--- config.mk ---
export PLATFORM = sky130hd
export DESIGN_NAME = if_fetch_queue
export DESIGN_NICKNAME = d
export VERILOG_FILES = /design/src/rtl/if_fetch_queue.sv
export SDC_FILE = /design/constraint.sdc
export NUM_CORES = 1
export LEC_CHECK = 0
export CAP_MARGIN = 20
export CORE_MARGIN = 4
export CORE_UTILIZATION = 45
export DETAILED_ROUTE_END_ITERATION = 10
export HOLD_SLACK_MARGIN = 0.12
export PLACE_DENSITY = 0.67
export SETUP_SLACK_MARGIN = 0.4
export SYNTH_ARGS = -nofsm -noshare
export SYNTH_HDL_FRONTEND = slang
export SYNTH_SLANG_ARGS = --single-unit
--- constraint.sdc ---
create_clock -name CLK -period 11 [get_ports CLK]
set_input_delay 1.65 -clock CLK [delete_from_list [all_inputs] [get_ports CLK]]
set_output_delay 1.65 -clock CLK [all_outputs]
set_load 0.005 [all_outputs]
--- src/rtl/if_fetch_queue.sv ---
`default_nettype none
// ============================================================================
//  Module   : if_fetch_queue
//  Purpose  : Instruction-fetch front end. Holds the program counter, issues
//             sequential fetch requests over a request/grant + response-valid
//             memory interface, and buffers returned instructions together
//             with their PCs in a small FIFO that decouples fetch from ID.
//             A redirect flushes the FIFO and marks all in-flight responses
//             for discard, then restarts fetch at the new address.
//  Ports    : CLK, RST          clock, synchronous active-high reset
//             redirect,
//             redirect_pc       flush and restart fetch at redirect_pc
//             imem_req/addr     fetch request and address (out)
//             imem_gnt          request accepted when imem_req && imem_gnt
//             imem_rvalid/rdata in-order instruction response
//             if_valid, if_pc,
//             if_nextPC, if_ins FIFO head toward ID (out)
//             id_ready          ID consumes head when if_valid && id_ready
//  Revision : 1.0  initial release
// ============================================================================
module if_fetch_queue #(
  parameter int               XLEN     = 32,
  parameter logic [XLEN-1:0]  RESET_PC = '0,
  parameter int               DEPTH    = 4,   // power of two, >= 2
  parameter int               PC_STEP  = 4
) (
  input  logic             CLK,
  input  logic             RST,
  input  logic             redirect,
  input  logic [XLEN-1:0]  redirect_pc,
  output logic             imem_req,
  output logic [XLEN-1:0]  imem_addr,
  input  logic             imem_gnt,
  input  logic             imem_rvalid,
  input  logic [XLEN-1:0]  imem_rdata,
  output logic             if_valid,
  output logic [XLEN-1:0]  if_pc,
  output logic [XLEN-1:0]  if_nextPC,
  output logic [XLEN-1:0]  if_ins,
  input  logic             id_ready
);

  localparam int              c_CNT_W = $clog2(DEPTH + 1);
  localparam int              c_PTR_W = $clog2(DEPTH);
  localparam logic [XLEN-1:0] c_STEP  = XLEN'(PC_STEP);
  localparam logic [c_CNT_W:0] c_DEPTH = (c_CNT_W + 1)'(DEPTH);

  // --------------------------------------------------------------------------
  // State
  // --------------------------------------------------------------------------
  logic [XLEN-1:0]    r_fetch_pc;   // next address to request
  logic [XLEN-1:0]    r_resp_pc;    // PC belonging to the next live response
  logic [c_CNT_W-1:0] r_live;       // accepted, not yet returned, not dropped
  logic [c_CNT_W-1:0] r_drop;       // in-flight responses still to discard
  logic [c_CNT_W-1:0] r_occ;        // FIFO occupancy
  logic [c_PTR_W-1:0] r_wptr;
  logic [c_PTR_W-1:0] r_rptr;

  logic [XLEN-1:0]    r_fifo_pc  [DEPTH];
  logic [XLEN-1:0]    r_fifo_ins [DEPTH];

  // --------------------------------------------------------------------------
  // Combinational control
  // --------------------------------------------------------------------------
  logic [c_CNT_W:0]   w_inflight;
  logic               w_req;
  logic               w_accept;
  logic               w_resp_drop;
  logic               w_resp_live;
  logic               w_push;
  logic               w_pop;
  logic               w_valid;

  // Credit: every live request already owns a FIFO slot, so occupancy plus
  // live requests can never exceed DEPTH and pushes can never overflow.
  assign w_inflight  = {1'b0, r_occ} + {1'b0, r_live};
  assign w_req       = !RST && !redirect && (w_inflight < c_DEPTH);
  assign w_accept    = w_req && imem_gnt;

  // Responses are consumed by the discard counter first; with both counters
  // at zero a stray rvalid matches neither and is ignored.
  assign w_resp_drop = imem_rvalid && (r_drop != '0);
  assign w_resp_live = imem_rvalid && (r_drop == '0) && (r_live != '0);

  assign w_valid     = (r_occ != '0);
  assign w_push      = w_resp_live && !redirect;
  assign w_pop       = w_valid && id_ready && !redirect;

  // --------------------------------------------------------------------------
  // Control state
  // --------------------------------------------------------------------------
  always_ff @(posedge CLK) begin
    if (RST) begin
      r_fetch_pc <= RESET_PC;
      r_resp_pc  <= RESET_PC;
      r_live     <= '0;
      r_drop     <= '0;
      r_occ      <= '0;
      r_wptr     <= '0;
      r_rptr     <= '0;
    end else if (redirect) begin
      r_fetch_pc <= redirect_pc;
      r_resp_pc  <= redirect_pc;
      r_occ      <= '0;
      r_wptr     <= '0;
      r_rptr     <= '0;
      r_live     <= '0;
      // Whatever is still out in memory becomes discard work. A response
      // arriving right now retires one entry of whichever counter it hits.
      r_drop     <= r_drop - c_CNT_W'(w_resp_drop)
                    + r_live - c_CNT_W'(w_resp_live);
    end else begin
      if (w_accept) begin
        r_fetch_pc <= r_fetch_pc + c_STEP;
      end
      r_live <= r_live + c_CNT_W'(w_accept) - c_CNT_W'(w_resp_live);
      r_drop <= r_drop - c_CNT_W'(w_resp_drop);
      if (w_push) begin
        r_wptr    <= r_wptr + c_PTR_W'(1);
        r_resp_pc <= r_resp_pc + c_STEP;
      end
      if (w_pop) begin
        r_rptr <= r_rptr + c_PTR_W'(1);
      end
      r_occ <= r_occ + c_CNT_W'(w_push) - c_CNT_W'(w_pop);
    end
  end

  // --------------------------------------------------------------------------
  // FIFO storage (data only; validity is carried by r_occ)
  // --------------------------------------------------------------------------
  always_ff @(posedge CLK) begin
    if (!RST && w_push) begin
      r_fifo_pc[r_wptr]  <= r_resp_pc;
      r_fifo_ins[r_wptr] <= imem_rdata;
    end
  end

  // --------------------------------------------------------------------------
  // Outputs
  // --------------------------------------------------------------------------
  assign imem_req  = w_req;
  assign imem_addr = r_fetch_pc;

  // Head fields read zero while empty so stale storage never leaks to ID.
  assign if_valid  = w_valid;
  assign if_pc     = w_valid ? r_fifo_pc[r_rptr]            : '0;
  assign if_nextPC = w_valid ? (r_fifo_pc[r_rptr] + c_STEP) : '0;
  assign if_ins    = w_valid ? r_fifo_ins[r_rptr]           : '0;

endmodule
`default_nettype wire

==> Word-level counts from Yosys, hierarchy flattened <==
Memories as Yosys holds them, arrays and structs flattened. A register that Yosys moved wholly into a read port is not among the register bits.
Index checks and enable logic that the tools add are counted.
{ "word_totals": {"wordCells": 56, "n_memories": 2, "inputBits": 70, "register_bits": 77, "ram_bits": 256} }
{ "mem_list": {"columns": ["name", "depth", "word_bits", "rd", "rd_clocked_by_memory_dff", "write_ports", "line_no", "source"], "rows": [
  ["r_fifo_ins", 4, 32, 1, 1, 1, "60", "logic [XLEN-1:0] r_fifo_ins [DEPTH];"],
  ["r_fifo_pc", 4, 32, 1, 1, 1, "59", "logic [XLEN-1:0] r_fifo_pc [DEPTH];"]
]} }
{ "classes": {"reduce_logical": 19, "magnitude_cmp": 1, "n_mux": 14, "n_addsub": 13} }
{ "op_table": {"columns": ["op", "n"], "rows": [
  ["32-bit 2-to-1 mux", 7],
  ["32-bit by 3-bit adder with 32-bit output (second input constant)", 3],
  ["3-bit by 1-bit subtractor with 3-bit output", 4],
  ["1-bit logical AND", 10],
  ["3-bit nonzero test", 3],
  ["2-bit 2-to-1 mux", 4],
  ["3-bit by 1-bit adder with 3-bit output", 2],
  ["2-bit by 1-bit adder with 2-bit output (second input constant)", 2],
  ["3-bit by 3-bit adder with 4-bit output", 1],
  ["4-bit by 3-bit less-than comparator with 1-bit output (second input constant)", 1],
  ["2-bit nonzero test", 2],
  ["3-bit adder", 1],
  ["3-bit logical NOT", 1],
  ["3-bit 2-to-1 mux", 1],
  ["1-bit logical NOT", 2],
  ["1-bit 2-to-1 mux", 2],
  ["2-bit OR reduction", 1]
]} }

==> Depth between registers and ports, before layout <==
{ "logic_depth": {"word_depth": 7, "mapped_depth": 14, "depth_no_buf": 12} }

==> Worst setup path after synthesis <==
Ideal clock, no wire load.
{ "synth_timing": {"kind": "input to register", "start": "input port imem_rvalid", "end": "memory r_fifo_ins[0][0], enable pin", "required_ns": 10.571, "slack_ns": 6.422, "setup_ns": 0.429, "stages": 6, "n_path_buf": 2, "t_arrival_ns": 4.149, "cell_sequence": "o31a_1 -> nand2_1 -> clkbuf_1 -> clkinv_1 -> clkbuf_1 -> and3_1"} }
{ "synth_via": {"elab_chain_cells": 6} }
{ "synth_rtl": {"columns": ["item", "line_no", "source"], "rows": [
  ["from (decl)", "34", "input logic imem_rvalid,"],
  ["1-bit logical AND (2 in series)", "83", "assign w_resp_live = imem_rvalid && (r_drop == '0) && (r_live != '0);"],
  ["1-bit logical AND", "86", "assign w_push = w_resp_live && !redirect;"],
  ["1-bit logical AND", "133", "if (!RST && w_push) begin"],
  ["1-bit 2-to-1 mux", "133", null],
  ["1-bit 2-to-1 mux (not written as such)", "135", "r_fifo_ins[r_wptr] <= imem_rdata;"],
  ["to (decl)", "60", null]
]} }
Every way passes these cells.

==> metrics list <==
- Total wirelength of the detailed-routed design: 34300 um
- Mapped cell area: 14800 um2
- The number of global-route vias before repair came to 9424.
- Most used flip-flop cell after synthesis: edfxtp_1
- Number of buffers added to fix hold violations after cts: 0
* First-pass GRT wire length: 53000 um
- Among all cell types in the netlist, the one instantiated most often is edfxtp_1.
- The flow ran to the end, and the final reports show no timing, DRC or antenna violations.
* Vias: 9594
- Top-area cell type share of the netlist area: 0.520
- DR WL/cell: 19.9 um
- Final setup violation count: 0
- Top Metal Used: met4
- Detailed Place HPWL: 22100 um
- On the final layout, the worst clock skew is 13.0 ps.
- Standard cell area after detailed placement: 17200 um2
- Input and output buffers added on the ports amount to 199.
- After layout, the minimum clock period comes to 6310 ps.
* Final GP Congestion: 0.816
- TritonCTS clock tree: done
* Summed area of non-filler cells in the final layout: 18300 um2
* Max_cap viols: 0
* Core region area: 32500 um2
- Setup WS pre-CTS: 5120 ps
- Sorting the synthesized cells by area gives the leading types as edfxtp_1 (52%), dfxtp_1 (11%), mux4_2 (8.2%), and2_1 (3.1%), mux4_1 (1.8%).
- The worst setup path is launched from a flip-flop.
* Routed length on met2: 16100 um
* Net Count, Synth: 1151
* Wire length on met1: 15200 um
- For the worst setup path, the data required time is 9350 ps.
- Count of different cell masters after synthesis: 58
- The pre-antenna-repair detailed-routing pass consisted of 5 iterations.
* Worst-path fanout max: 50
* Post-synthesis sequential area ratio: 0.627
* Overall track demand over capacity in global routing: 0.187
- For this run, asynchronously set or reset flops after synthesis account for 0.
* Flop and latch count out of synthesis: 335
* Number of antenna cells inserted: 0
- Initial Utilization: 0.455
* Number of I/O pins: 200
* Worst Setup Path Type: reg2out
- The worst setup path is captured at an output pin.
* Drt via density: 5.57
- Setup slack closes at 4690 ps.
* Part of the cycle the worst path needs: 0.573
- Clock root buffer: clkbuf_16
* Leakage: 0.00592 uW
- The die covers 35800 um2.
- Post-route antenna net violation count: 0
- Count of flip-flops with a built-in enable after synthesis: 256
- Maximum operating frequency: 159 MHz
* Dominant cell type by area after synthesis: edfxtp_1
* Area growth from synthesis to layout: 24.2%
- Detailed Route Iter0 Violations: 558
- For this design the ratio of total power to cell area is 152 nW/um2.
- Headroom to the max-slew limit: 0.333
- Summed over all layers, the global routing overflow is 0.
- Die span in x: 189 um
- The clock passes through at most 3 buffers.
- Setup repair after global routing left no endpoint under its margin.
- For the pin with the worst max-slew slack, the measured transition is 999 ps.
- Synthesis handed over a netlist of 1060 instances.
* Filler-free cell count of the finished design: 1721
* CTS buffer count: 35
* Clk Latency, worst-skew pair: 500 ps
* H-tree Lvls: 2
- Clk sink count: 335
- Vert. Die Dim: 189 um
- Number of antenna violations at the first check in global routing: 0
- For this run, design rule violations remaining after detail routing come to 0.
- In this run the worst hold path is classified as reg2reg.
* Count of endpoints failing hold in the final timing report: 0
- For this run, the number of Yosys warnings is 0.
- Ranked by instance count, the synthesized netlist is headed by edfxtp_1 (256), dfxtp_1 (79), and2_1 (73).
* IR Drop Worst-Case VDD: 0.0942 mV
- Arr. time, crit path: 4660 ps
- Final max-slew violation count: 0
* Resized Gates After CTS: 0
* Final net count: 1344
* Clock edge transition at the registers on the reported setup and hold paths: 60 ps
* Average footprint of a synthesized cell: 13.9 um2
* Total instance count after detailed placement: 1658
* Summed negative setup slack over all endpoints: 0 ps
* Tightest hold margin: 464 ps
* Largest net degree at the start of global routing: 78
- Fraction of layout instances using a drive strength above 1: 0.109
- Buffers added to address setup during post-CTS repair amount to 0.
* Number of core rows: 66
- Routed length on met3: 2390 um
==> per-layer routing <==
layer  vias to the layer above  global-route usage
li1                       4472                   -
met1                      4728               0.271
met2                       348               0.298
met3                        46              0.0328
met4                         0              0.0443
met5                         -                   0
==> worst paths after layout <==
check        cells after the start                        end  slack, ps                      start
min                              2  imem_addr[0]$_SDFFE_PP0P_        460  imem_addr[0]$_SDFFE_PP0P_
max                              7              if_nextPC[31]       4690                  flip-flop
min reg2reg                      2  imem_addr[0]$_SDFFE_PP0P_        460  imem_addr[0]$_SDFFE_PP0P_
max reg2reg                     11       r_drop[2]$_SDFF_PP0_       7460       r_live[2]$_SDFF_PP0_
==> cell type report <==
type	count	area [um2]
clock inverters	21	225
clock buffers	42	955
flip-flops and latches	335	9270
well taps	442	553
inverters	29	109
repair buffers	211	2080
multi-input cells	641	5150
fillers	2669	14100
==> sequential cells by signal, indices dropped and copies added (netlist names), named ones only <==
name / flops
r_fifo_ins: 128
r_rptr: 2
r_resp_pc: 32
r_fifo_pc: 128
r_drop: 3
r_live: 3
imem_addr: 32
r_wptr: 2
r_occ: 3
==> where the power goes <==
| group | internal, uW | switching (uW) |
|---|---|---|
| sequential | 1380 | 31.8 |
| clock | 735 | 463 |
| combinational | 88.7 | 87.0 |
| total | 2210 | 582 |
==> cell usage in the layout, fill, tap and decap left out, types with 7 or more instances in the layout <==
master,n
nand2_1,58
o31ai_1,8
dfxtp_1,77
mux4_1,10
a311oi_1,10
o21a_1,7
a31oi_1,19
a21boi_0,12
nor4_1,12
o21ai_0,29
xnor2_1,27
and3_1,13
nand4_1,31
or4_1,11
clkbuf_16,37
a211oi_1,7
a21oi_1,44
and2_1,73
ha_1,18
inv_1,25
and4_1,14
clkinv_1,10
edfxtp_1,256
nor2_1,65
nor3_1,17
clkdlybuf4s50_1,199
or3_1,16
xor2_1,23
buf_4,12
nand3_1,23
mux4_2,54
==> through the flow <==
stage / utilization / total power, uW
after global routing: 0.565 / 2900
after detailed placement: 0.529 / 1620
after floorplan: - / 1530
after global placement: 0.529 / 1610
final: 0.565 / 2790
after CTS: 0.565 / 2820
==> critical path: stages, from the launching register on <==
cell and delay (ps):
dfxtp_4 520, buf_4 810, mux4_1 540, nand4_2 160
or4_1 720, or4_1 550, a21oi_1 260, clkdlybuf4s50_1 550
==> logic make-up (layout without fill, tap and decap cells) <==
kind of cell / Yosys count / count (layout) / share of synthesized area
fa+ha+maj: 21 / 21 / 0.0193
buf+inv: 84 / 303 / 0.0247
compound gates: 149 / 149 / 0.0633
simple gates: 351 / 351 / 0.131
xor+xnor: 50 / 50 / 0.0296
mux: 70 / 70 / 0.105
flops: 335 / 335 / 0.627
(Power assumes the default switching activity.)
